`config.mk`:
```
export PLATFORM = sky130hd
export DESIGN_NAME = kbd_mouse_rx
export DESIGN_NICKNAME = d
export VERILOG_FILES = /design/src/rtl/kbd_mouse_pkg.sv /design/src/rtl/kmr_fifo.sv /design/src/rtl/kbd_mouse_rx.sv
export SDC_FILE = /design/constraint.sdc
export NUM_CORES = 1
export LEC_CHECK = 0
export BUFFER_PORTS_ARGS = -buffer_cell sky130_fd_sc_hd__buf_2
export CAP_MARGIN = 20
export CORE_ASPECT_RATIO = 0.5
export CORE_UTILIZATION = 58
export DETAILED_ROUTE_END_ITERATION = 12
export GPL_ROUTABILITY_DRIVEN = 0
export GPL_TIMING_DRIVEN = 0
export PLACE_DENSITY = 0.81
export SYNTH_ARGS = -nofsm -noshare
export SYNTH_HDL_FRONTEND = slang
export SYNTH_SLANG_ARGS = --single-unit
```
`constraint.sdc`:
```
create_clock -name CLK -period 2.62 [get_ports CLK]
set_input_delay 0.524 -clock CLK [delete_from_list [all_inputs] [get_ports CLK]]
set_output_delay 0.524 -clock CLK [all_outputs]
set_load 0.01 [all_outputs]
```
`src/rtl/kbd_mouse_pkg.sv`:
```
// Shared constants and FSM state type for the keyboard/mouse byte receiver.
package kbd_mouse_pkg;

    localparam logic [1:0] KMT_MOUSE_X = 2'd0;
    localparam logic [1:0] KMT_MOUSE_Y = 2'd1;
    localparam logic [1:0] KMT_KEY     = 2'd2;
    localparam logic [1:0] KMT_OSD     = 2'd3;

    typedef enum logic [1:0] {
        S_IDLE     = 2'd0,
        S_CAPTURE  = 2'd1,
        S_DISPATCH = 2'd2
    } kmr_state_t;

    // Two's-complement delta added to a wrapping 8-bit position counter.
    function automatic logic [7:0] wrap_add(input logic [7:0] pos, input logic [7:0] delta);
        return pos + delta;
    endfunction

endpackage

```
`src/rtl/kmr_fifo.sv`:
```
// Small synchronous keycode FIFO; a push into a full FIFO is dropped unless a pop frees a slot in the same cycle.
module kmr_fifo #(
    parameter int FIFO_AW = 3
) (
    input  logic       clk,
    input  logic       rst_n,
    input  logic       push,
    input  logic [7:0] wdata,
    input  logic       pop,
    output logic [7:0] rdata,
    output logic       empty,
    output logic       dropped
);

    localparam int DEPTH = 1 << FIFO_AW;

    logic [7:0]         mem [DEPTH];
    logic [FIFO_AW-1:0] wr_ptr_reg;
    logic [FIFO_AW-1:0] rd_ptr_reg;
    logic [FIFO_AW:0]   count_reg;
    logic               full;
    logic               do_push;
    logic               do_pop;

    assign empty   = (count_reg == '0);
    assign full    = (count_reg == (FIFO_AW+1)'(DEPTH));
    assign do_pop  = pop && !empty;
    assign do_push = push && (!full || do_pop);
    assign dropped = push && full && !do_pop;

    // Head is forced to zero while empty so the output has a defined reset value.
    assign rdata = empty ? 8'h00 : mem[rd_ptr_reg];

    always_ff @(posedge clk) begin
        if (do_push) begin
            mem[wr_ptr_reg] <= wdata;
        end
    end

    always_ff @(posedge clk or negedge rst_n) begin
        if (!rst_n) begin
            wr_ptr_reg <= '0;
            rd_ptr_reg <= '0;
            count_reg  <= '0;
        end else begin
            if (do_push) begin
                wr_ptr_reg <= wr_ptr_reg + 1'b1;
            end
            if (do_pop) begin
                rd_ptr_reg <= rd_ptr_reg + 1'b1;
            end
            case ({do_push, do_pop})
                2'b10:   count_reg <= count_reg + (FIFO_AW+1)'(1);
                2'b01:   count_reg <= count_reg - (FIFO_AW+1)'(1);
                default: count_reg <= count_reg;
            endcase
        end
    end

endmodule

```
`src/rtl/kbd_mouse_rx.sv`:
```
// Carries SPI-domain keyboard/mouse bytes into CLK: mouse counters, keycode FIFO, OSD strobes.
// Optional KMR_OVF_FLAG_EN adds a sticky KEY_OVF output for dropped keycodes.
module kbd_mouse_rx
    import kbd_mouse_pkg::*;
#(
    parameter int FIFO_AW     = 3,
    parameter int SYNC_STAGES = 2
) (
    input  logic       CLK,
    input  logic       RESET_N,
    input  logic       KMS_LEVEL,
    input  logic [1:0] KBD_MOUSE_TYPE,
    input  logic [7:0] KBD_MOUSE_DATA,
    input  logic [2:0] MOUSE_BUTTONS,
    output logic [7:0] MOUSE_X,
    output logic [7:0] MOUSE_Y,
    output logic [2:0] MOUSE_BTN,
    output logic       KEY_VALID,
    output logic [7:0] KEY_DATA,
    input  logic       KEY_POP,
`ifdef KMR_OVF_FLAG_EN
    output logic       KEY_OVF,
`endif
    output logic       OSD_STROBE,
    output logic [7:0] OSD_CODE
);

    logic       kms_sync_reg [SYNC_STAGES];
    logic [2:0] btn_sync_reg [SYNC_STAGES];
    logic       hist_reg;
    logic       kms_event;

    kmr_state_t state_reg;
    kmr_state_t state_next;
    logic       take_event;
    logic       capture;
    logic       dispatch;

    logic [1:0] type_reg;
    logic [7:0] data_reg;
    logic [7:0] mouse_x_reg;
    logic [7:0] mouse_y_reg;
    logic       osd_strobe_reg;
    logic [7:0] osd_code_reg;
    logic       key_push;
    logic       key_empty;

    genvar gi;
    generate
        for (gi = 0; gi < SYNC_STAGES; gi++) begin : g_sync
            if (gi == 0) begin : g_first
                always_ff @(posedge CLK or negedge RESET_N) begin
                    if (!RESET_N) begin
                        kms_sync_reg[gi] <= 1'b0;
                        btn_sync_reg[gi] <= 3'b000;
                    end else begin
                        kms_sync_reg[gi] <= KMS_LEVEL;
                        btn_sync_reg[gi] <= MOUSE_BUTTONS;
                    end
                end
            end else begin : g_rest
                always_ff @(posedge CLK or negedge RESET_N) begin
                    if (!RESET_N) begin
                        kms_sync_reg[gi] <= 1'b0;
                        btn_sync_reg[gi] <= 3'b000;
                    end else begin
                        kms_sync_reg[gi] <= kms_sync_reg[gi-1];
                        btn_sync_reg[gi] <= btn_sync_reg[gi-1];
                    end
                end
            end
        end
    endgenerate

    // History only advances when the event is accepted, so an edge seen while busy stays pending.
    assign kms_event = (kms_sync_reg[SYNC_STAGES-1] != hist_reg);

    always_ff @(posedge CLK or negedge RESET_N) begin
        if (!RESET_N) begin
            state_reg <= S_IDLE;
            hist_reg  <= 1'b0;
        end else begin
            state_reg <= state_next;
            if (take_event) begin
                hist_reg <= kms_sync_reg[SYNC_STAGES-1];
            end
        end
    end

    always_comb begin
        state_next = state_reg;
        take_event = 1'b0;
        capture    = 1'b0;
        dispatch   = 1'b0;
        case (state_reg)
            S_IDLE: begin
                if (kms_event) begin
                    take_event = 1'b1;
                    state_next = S_CAPTURE;
                end
            end
            S_CAPTURE: begin
                capture    = 1'b1;
                state_next = S_DISPATCH;
            end
            S_DISPATCH: begin
                dispatch   = 1'b1;
                state_next = S_IDLE;
            end
            default: state_next = S_IDLE;
        endcase
    end

    always_ff @(posedge CLK or negedge RESET_N) begin
        if (!RESET_N) begin
            type_reg       <= 2'b00;
            data_reg       <= 8'h00;
            mouse_x_reg    <= 8'h00;
            mouse_y_reg    <= 8'h00;
            osd_strobe_reg <= 1'b0;
            osd_code_reg   <= 8'h00;
        end else begin
            osd_strobe_reg <= dispatch && (type_reg == KMT_OSD);
            if (capture) begin
                type_reg <= KBD_MOUSE_TYPE;
                data_reg <= KBD_MOUSE_DATA;
            end
            if (dispatch) begin
                case (type_reg)
                    KMT_MOUSE_X: mouse_x_reg  <= wrap_add(mouse_x_reg, data_reg);
                    KMT_MOUSE_Y: mouse_y_reg  <= wrap_add(mouse_y_reg, data_reg);
                    KMT_OSD:     osd_code_reg <= data_reg;
                    default:     ;
                endcase
            end
        end
    end

    assign key_push = dispatch && (type_reg == KMT_KEY);

`ifdef KMR_OVF_FLAG_EN
    logic key_dropped;
    logic key_ovf_reg;

    always_ff @(posedge CLK or negedge RESET_N) begin
        if (!RESET_N) begin
            key_ovf_reg <= 1'b0;
        end else if (key_dropped) begin
            key_ovf_reg <= 1'b1;
        end
    end

    assign KEY_OVF = key_ovf_reg;
`endif

    kmr_fifo #(
        .FIFO_AW (FIFO_AW)
    ) u_fifo (
        .clk     (CLK),
        .rst_n   (RESET_N),
        .push    (key_push),
        .wdata   (data_reg),
        .pop     (KEY_POP),
        .rdata   (KEY_DATA),
        .empty   (key_empty),
`ifdef KMR_OVF_FLAG_EN
        .dropped (key_dropped)
`else
        .dropped ()
`endif
    );

    assign KEY_VALID  = !key_empty;
    assign MOUSE_X    = mouse_x_reg;
    assign MOUSE_Y    = mouse_y_reg;
    assign MOUSE_BTN  = btn_sync_reg[SYNC_STAGES-1];
    assign OSD_STROBE = osd_strobe_reg;
    assign OSD_CODE   = osd_code_reg;

endmodule

```
==> results of run 1 <==
worst register-to-register path, delay by kind of cell, from the launching register on:
family                     cells  cell delay (ns)
and+or+nand+nor                5             1.11
AOI/OAI and AO/OA              3             0.50
DFF                            1             0.40
adders and majority gates      1             0.30
buffers and inverters          1             0.07
per-layer routing:
metal,global-route usage,part of all wire,up-vias
met3,0.0855,0.061,17
met5,0,0,-
met1,0.322,0.40,1708
met2,0.434,0.52,146
li1,-,-,1499
met4,0.118,0.019,0
area by class of cell:
cell class	instances	share of cell area
timing repair buffer	58	0.0519
tap	117	0.0228
clock buffer	21	0.0767
multi-input combinational	218	0.295
buffer	11	0.0125
inverter	11	0.00683
sequential	120	0.519
clock inverter	11	0.0148
worst max-delay path by stage:
stage / from / to / slack [ns] / depth (start not counted)
after global routing: u_fifo.rd_ptr_reg[0] / KEY_DATA[4] / 0.02 / 6
after CTS: state_reg[0] / u_fifo.mem[1][0] / -0.12 / 5
after detailed placement: state_reg[0] / u_fifo.mem[1][7] / -0.42 / 5
after global placement: state_reg[0] / u_fifo.mem[1][7] / -0.19 / 5
final: u_fifo.rd_ptr_reg[1] / KEY_DATA[4] / 0.06 / 5
after floorplan: u_fifo.count_reg[0] / u_fifo.count_reg[3] / 0.23 / 10
Yosys cell counts (all sizes together) (3+ instances only):
| master | number |
|---|---|
| nor2 | 18 |
| buf | 9 |
| or3 | 3 |
| clkbuf | 3 |
| inv | 10 |
| nand3 | 5 |
| xnor2 | 11 |
| a21oi | 14 |
| mux4 | 16 |
| edfxtp | 64 |
| nand2b | 3 |
| ha | 18 |
| nor3 | 8 |
| mux2 | 17 |
| o21ai | 16 |
| a21o | 5 |
| xor2 | 6 |
| nand2 | 39 |
| fa | 3 |
| dfrtp | 56 |
| mux2i | 12 |
| a211oi | 4 |
logic make-up (layout without fill, tap and decap cells):
| family | Yosys count | after routing | share of synthesized area |
|---|---|---|---|
| and+or+nand+nor | 87 | 87 | 0.0804 |
| AOI/OAI and AO/OA | 48 | 48 | 0.0589 |
| adders and majority gates | 21 | 21 | 0.0541 |
| muxes | 45 | 45 | 0.128 |
| buffers and inverters | 23 | 112 | 0.0199 |
| xor gates and xnor gates | 17 | 17 | 0.0282 |
| DFF | 120 | 120 | 0.630 |
stage by stage:
stage / setup WS (ns) / std cells
after floorplan: 0.231 / 361
after global placement: -0.189 / 531
after detailed placement: -0.415 / 532
after CTS: -0.122 / 566
after global routing: 0.0199 / 567
final: 0.0649 / 567
power by group:
group	total (uW)	switching [uW]	internal, uW	leakage, uW
clock network	2260	836	1430	0.000276
logic	3120	1610	1510	0.00112
registers	3160	627	2530	0.00126
what timing repair did:
action,4_1_cts,5_1_grt
setup buffers,3,0
hold buffers,0,0
hold endpoints to repair,0,0
resized for setup,11,11
gates cloned,0,1
pin swaps,1,0
setup endpoints to repair,73,66
==> results.md, run 1 <==
Layout:
- For this run, the share of the core covered by cells in the final layout is 0.731.
- The relative area change from synthesis to final layout is 21.5%.
- Leaving out fill and tap cells, the most frequent cells in the layout are sky130_fd_sc_hd__edfxtp_1 (64), sky130_fd_sc_hd__buf_2 (56), sky130_fd_sc_hd__dfrtp_1 (55).
- The filler cell count in the final layout is 517.
- The footprint of the multi-input gates is 1890 sq um.
- The largest register by flop count is u_fifo.mem.
- The register cell area after layout is 3320 sq um.
- The final layout net count is 475.
- The number of flip-flops in the largest register is 64.
- Summing all non-filler instances in the final layout gives an area of 6410 sq um.
- The fraction of layout cells with a size suffix above 1 is 0.331.
- The repair_antennas step left the layout with diodes totalling 0.
- Leaving out fill and tap cells, the most frequent cell in the layout is sky130_fd_sc_hd__edfxtp_1.

Worst setup path:
- The type of destination of the critical path is an output pin.
- The highest net fanout along the worst path is 10.
- The kind of start point of the critical path is a flip-flop.
- The endpoint identified for the worst register-to-register timing path is u_fifo.count_reg[3].
- For the worst setup path, the data arrival time is 2.03 ns.
- The depth of the most critical reg-to-reg path is 10.
- Traced cell by cell, the critical path runs through buf_2 > mux4_2 > mux2i_2 > nor2_1 > buf_2.
- The worst setup path is of the reg2out kind.
- The startpoint of the worst register-to-register path is state_reg[0].
- The most prevalent standard cell on the critical path is sky130_fd_sc_hd__buf_2.
- The reg2reg setup slack is 0.17 ns.
- The cell with the largest stage delay on the worst path is sky130_fd_sc_hd__dfrtp_2.
- The required time at the worst-slack endpoint is 2.10 ns.
- The buffering stage count on the worst path with inverters included is 2.
- The maximum single-stage delay on the critical path is 0.50 ns.
- The cell family contributing the most delay on the critical path is multiplexers.

Clock network:
- The H-tree generated during clock tree synthesis spans 4 levels.
- The clock-pin slew reported for the worst setup and hold paths after clock tree synthesis is 0.05 ns.
- The CTS tree is built.
- The number of CTS-inserted buffers is 17.
- Counting along the longest clock path gives a buffer depth of 2.
- The total clock sinks is 120.
- The source-to-sink clock delay at the later pin of the worst-skew pair is 0.42 ns.
- The clock tree root driver cell is sky130_fd_sc_hd__clkbuf_16.

Timing:
- The worst path in the final design needs a cycle of 2.56 ns, including I/O delays and setup.
- The maximum clock rate is 391 MHz.
- Setup repair after global routing left no endpoint under its margin.
- The number of hold violations in the final report is 0.
- The setup-violating endpoint count in the final report is 0.
- Between clock sinks in the finished design, the worst skew comes to 0.0127 ns.
- The accumulated negative setup slack is 0 ns.
- For the pin with the worst max-slew slack, the measured transition is 0.754 ns.
- The share of the cycle needed by the critical path after routing is 0.975.
- The max-slew violation count is 0.
- The worst slew slack as a fraction of its limit is 0.497.
- The worst hold-check slack is 0.136 ns.

Die:
- The floorplan die area is 9500 sq um.
- 54 I/O pins were placed.
- In this run the vertical extent of the chip is 69.4 um.
- The initial core utilization is 0.601.
- Measured along the x axis, the die boundary spans 137 um.
- Row generation in the floorplan step produced 24 rows.
- The core region area is 8770 sq um.

Logic synthesis:
- Yosys printed 0 warnings.
- Yosys mapped a number of flops with a built-in enable equal to 64.
- Synthesis produced a netlist with a net count of 399.
- The gate count of the mapped netlist is 361.
- Among all flip-flop cells after synthesis, the most frequent one is sky130_fd_sc_hd__edfxtp_1.
- In the synthesized netlist the async set-or-reset flop fraction comes to 0.467.
- In this run, distinct cell masters in the synthesized netlist total 50.
- Ranked by total cell area, the synthesized netlist is headed by sky130_fd_sc_hd__edfxtp_1 (36%), sky130_fd_sc_hd__dfrtp_1 (27%), sky130_fd_sc_hd__mux4_2 (6.8%).
- Counting flops and latches in the post-synthesis netlist gives 120.
- The share of synthesized area occupied by flip-flops and latches is 0.630.
- Of the post-synthesis cell area, the dominant cell type holds 0.364.
- The cell type contributing the most total cell area after synthesis is sky130_fd_sc_hd__edfxtp_1.
- The synthesized area per cell is 14.6 sq um.
- Summing every instance area after synthesis gives 5270 sq um.

Power and ir drop:
- The static leakage is 0.00266 uW.
- The power density relative to cell area is 1330 nW/um^2.
- The power consumption is 8540 uW.
- The peak ir drop on the vdd network is 605 uV.

Global routing:
- The via count of the first global-routing pass came to 3464.
- The first global-routing pass estimated 17.7 mm of wire.
- The initial antenna violation count is 0.
- Entering global routing, the biggest net connects 31 pins.
- For this run the aggregate overflow at the end of global routing stands at 0.
- The aggregate global-route resource usage is 0.264.

Placed design:
- Summed over all nets, the half-perimeter wirelength after detailed placement is 7.48 mm.
- The number of buffers added on ports is 53.
- The instance area after placement is 5700 sq um.

Worst hold path:
- The class of the tightest hold or removal check is in2async.

Route:
- The DRC violation count after routing is 0.
- The mean number of vias per cell is 5.94.
- The number of design-rule violations left by the first detailed-router iteration is 304.
- For this block, the via count after detailed routing is 3370.
- Summed over all layers, the routed wires come to 11.6 mm.
- The count of TritonRoute iterations in the first routing pass is 5.
- After detailed routing, the average wire length per cell comes to 20.5 um.
- The number of nets with antenna violations after detailed routing is 0.

Run:
- The count of maximum capacitance violations is 0.

Run status:
- The run finished with clean final reports.
(Power assumes the default switching activity.)
==> inputs of run 2 (changes only) <==
- CORE_ASPECT_RATIO: 0.5 -> 0.6
- HOLD_SLACK_MARGIN: not set -> 0.15
==> results.md, run 2 (same netlist as run 1, synthesis figures left out) <==
Clock network:
- The tree is rooted in a sky130_fd_sc_hd__clkbuf_16.
- The clock-pin slew reported for the worst setup and hold paths after clock tree synthesis is 0.06 ns (about the same).
- The total clock sinks is 120 (unchanged).
- The source-to-sink clock delay at the later pin of the worst-skew pair is 0.42 ns (about the same).
- The maximum clock insertion buffer count is 2 (unchanged).
- TritonCTS built the clock tree.
- The number of CTS-inserted buffers was 17 (unchanged).
- The maximum level of the CTS H-tree was 4 (unchanged).

Power and ir drop:
- The static leakage came to 0.00268 uW (+0.81%).
- The power density relative to cell area is 1330 nW/um^2 (-0.12%).
- The peak ir drop on the vdd network was 703 uV (+16%).

Timing:
- The maximum clock rate is 385 MHz (-1.7%).
- The setup-violating endpoint count in the final report is 0 (unchanged).
- The post-route minimum period is 2.60 ns (+0.0452 ns).
- The accumulated negative setup slack came to 0 ns (unchanged).
- The slew at the pin closest to its max-slew limit was 0.827 ns (+0.0735 ns).
- The max-slew violation count came to 0 (unchanged).
- Setup repair after global routing could not meet its margin everywhere.
- The worst setup skew after layout is 0.00829 ns (-0.00441 ns).
- The worst setup margin was 0.0197 ns (-0.0452 ns).
- The number of hold violations in the final report is 0 (unchanged).
- The worst hold-check slack came to 0.220 ns (+0.0838 ns).
- The worst slew slack as a fraction of its limit is 0.446 (-0.0511).
- The share of the cycle needed by the critical path after routing came to 0.992 (+0.0173).

Route:
- The number of nets with antenna violations after detailed routing came to 0 (unchanged).
- The routed length per placed instance is 19.4 um (-5.4%).
- The total via count in the routed design is 3221 (-4.4%).
- The DRC violation count after routing is 4 (+4).
- The total detailed-routing wirelength was 10.9 mm (-5.8%).
- The mean number of vias per cell came to 5.70 (-4.1%).
- The count of TritonRoute iterations in the first routing pass is 11 (+6).
- The number of design-rule violations left by the first detailed-router iteration is 275 (-9.5%).

Die:
- The core region area was 8650 sq um (-1.3%).
- The height of the die is 75.9 um (+9.3%).
- The chip width is 125 um (-8.6%).
- The standard-cell row count is 26 (+8.3%).
- The initial core utilization is 0.609 (+0.00800).
- The floorplan die area is 9490 sq um (-0.11%).
- The number of ports placed on the die boundary is 54 (unchanged).

Layout:
- The largest register by flop count is u_fifo.mem.
- The number of flip-flops in the largest register is 64 (unchanged).
- The relative area change from synthesis to final layout is 21.5% (about the same).
- The commonest non-fill, non-tap cell in the layout is sky130_fd_sc_hd__edfxtp_1.
- The final layout net count came to 478 (+0.63%).
- The library cells used most frequently in the layout, excluding fill and tap cells, are sky130_fd_sc_hd__edfxtp_1 (64), sky130_fd_sc_hd__buf_2 (56), sky130_fd_sc_hd__dfrtp_1 (55).
- The final design area excluding fillers is 6410 sq um (about the same).
- The number of antenna repair diodes came to 0 (unchanged).
- The fraction of layout cells with a size suffix above 1 is 0.322 (-0.00882).
- The filler cell count in the final layout is 535 (+3.5%).

Global routing:
- The maximum number of pins on one net before global-route repair is 42 (+35%).
- The aggregate global-route resource usage came to 0.261 (-0.00345).
- The global-route wire length before repair is 17.4 mm (-1.6%).
- The via count of the first global-routing pass was 3217 (-7.1%).
- The initial antenna violation count is 0 (unchanged).
- The total congestion overflow is 0 (unchanged).

Worst setup path:
- In this run the critical register-to-register path is launched from state_reg[0].
- The capture point of the worst reg-to-reg path is u_fifo.mem[6][5].
- The critical path in this run is classified as reg2reg.
- The type of destination of the critical path is a flip-flop.
- The required time at the worst-slack endpoint is 2.66 ns (+0.56 ns).
- The depth of the most critical reg-to-reg path was 5 (-5).
- The reg2reg setup slack is 0.02 ns (-0.15 ns).
- The arrival time at the worst endpoint is 2.64 ns (+0.61 ns).
- The kind of start point of the critical path is a flip-flop.
- The highest net fanout along the worst path is 8 (-2).

Placed design:
- The instance area after placement is 5710 sq um (+0.11%).
- The post-detailed-placement half-perimeter wirelength is 7.12 mm (-4.9%).
- The pre-CTS setup slack came to -0.147 ns (+0.268 ns).
- The number of buffers added on ports is 53 (unchanged).

Worst hold path:
- The startpoint of the tightest hold check path is MOUSE_BUTTONS[1].
- The worst-case hold path end point is btn_sync_reg[4].
- The class of the tightest hold or removal check is in2reg.
- The cell count of the worst hold path is 1.

Run status:
- The run finished, with violations left.
- The checks that failed: design-rule violations.

Run:
- The count of maximum capacitance violations is 0 (unchanged).
run 2: cell types whose count changed in the layout (fill, tap and decap cells not counted), moves of 2 or more:
cell	previous run	this run
sky130_fd_sc_hd__clkbuf_16	19	17
sky130_fd_sc_hd__clkinv_4	1	5
sky130_fd_sc_hd__clkbuf_8	3	0
sky130_fd_sc_hd__clkinvlp_4	5	3
sky130_fd_sc_hd__buf_4	6	8
sky130_fd_sc_hd__bufinv_16	1	3
sky130_fd_sc_hd__nor2_2	6	3
sky130_fd_sc_hd__nor2_1	12	15
run 2: timing repair:
action	in CTS	in global routing
buffers inserted	1	3
hold buffers	1	0
endpoints found under the hold margin	15	0
pin swaps	1	0
setup endpoints to repair	17	58
gates resized for setup	11	7
run 2: metal layers:
layer	track usage	routed length [um]
met5	0	0
met3	0.0927	800
met4	0.0935	93
met1	0.359	5160
met2	0.392	4890
run 2: where the power goes:
| group | total (uW) | leakage [uW] | switching (uW) | internal, uW |
|---|---|---|---|---|
| combinational | 3030 | 0.00114 | 1540 | 1490 |
| clock | 2360 | 0.000286 | 864 | 1500 |
| sequential | 3140 | 0.00126 | 606 | 2530 |
| total | 8530 | 0.00268 | 3010 | 5520 |
run 2: layout make-up:
class | count | area, sq um | share of cell area
buffer | 11 | 86.3 | 0.0135
clock buffer | 18 | 429 | 0.0670
clock inverter | 14 | 175 | 0.0273
inverter | 11 | 43.8 | 0.00683
multi-input combinational | 218 | 1870 | 0.292
sequential | 120 | 3320 | 0.519
tap | 112 | 140 | 0.0219
timing repair buffer | 61 | 338 | 0.0527
run 2: worst max path at each step:
stage / from / end / cells after the start
3_5_place_dp: u_fifo.count_reg[0] / u_fifo.count_reg[3] / 10
5_1_grt: state_reg[0] / u_fifo.mem[4][5] / 5
3_3_place_gp: state_reg[0] / u_fifo.mem[1][4] / 5
6_report: state_reg[0] / u_fifo.mem[6][5] / 5
2_1_floorplan: u_fifo.count_reg[0] / u_fifo.count_reg[3] / 10
4_1_cts: u_fifo.rd_ptr_reg[0] / KEY_DATA[5] / 6
run 2: worst max-delay path, stage by stage, from the launching register on:
cell	delay (ns)
sky130_fd_sc_hd__dfrtp_1	0.41
sky130_fd_sc_hd__and2b_1	0.28
sky130_fd_sc_hd__nand3b_2	0.16
sky130_fd_sc_hd__a31oi_1	0.46
sky130_fd_sc_hd__nand2b_1	0.24
sky130_fd_sc_hd__nor2_1	0.68
run 2: metrics by stage:
step,util,total power [uW],std cells
global route,0.741,9050,565
detailed placement,0.660,6040,529
global placement,0.656,5890,526
floorplan,-,5080,361
CTS,0.736,8500,562
finish,0.741,8530,565
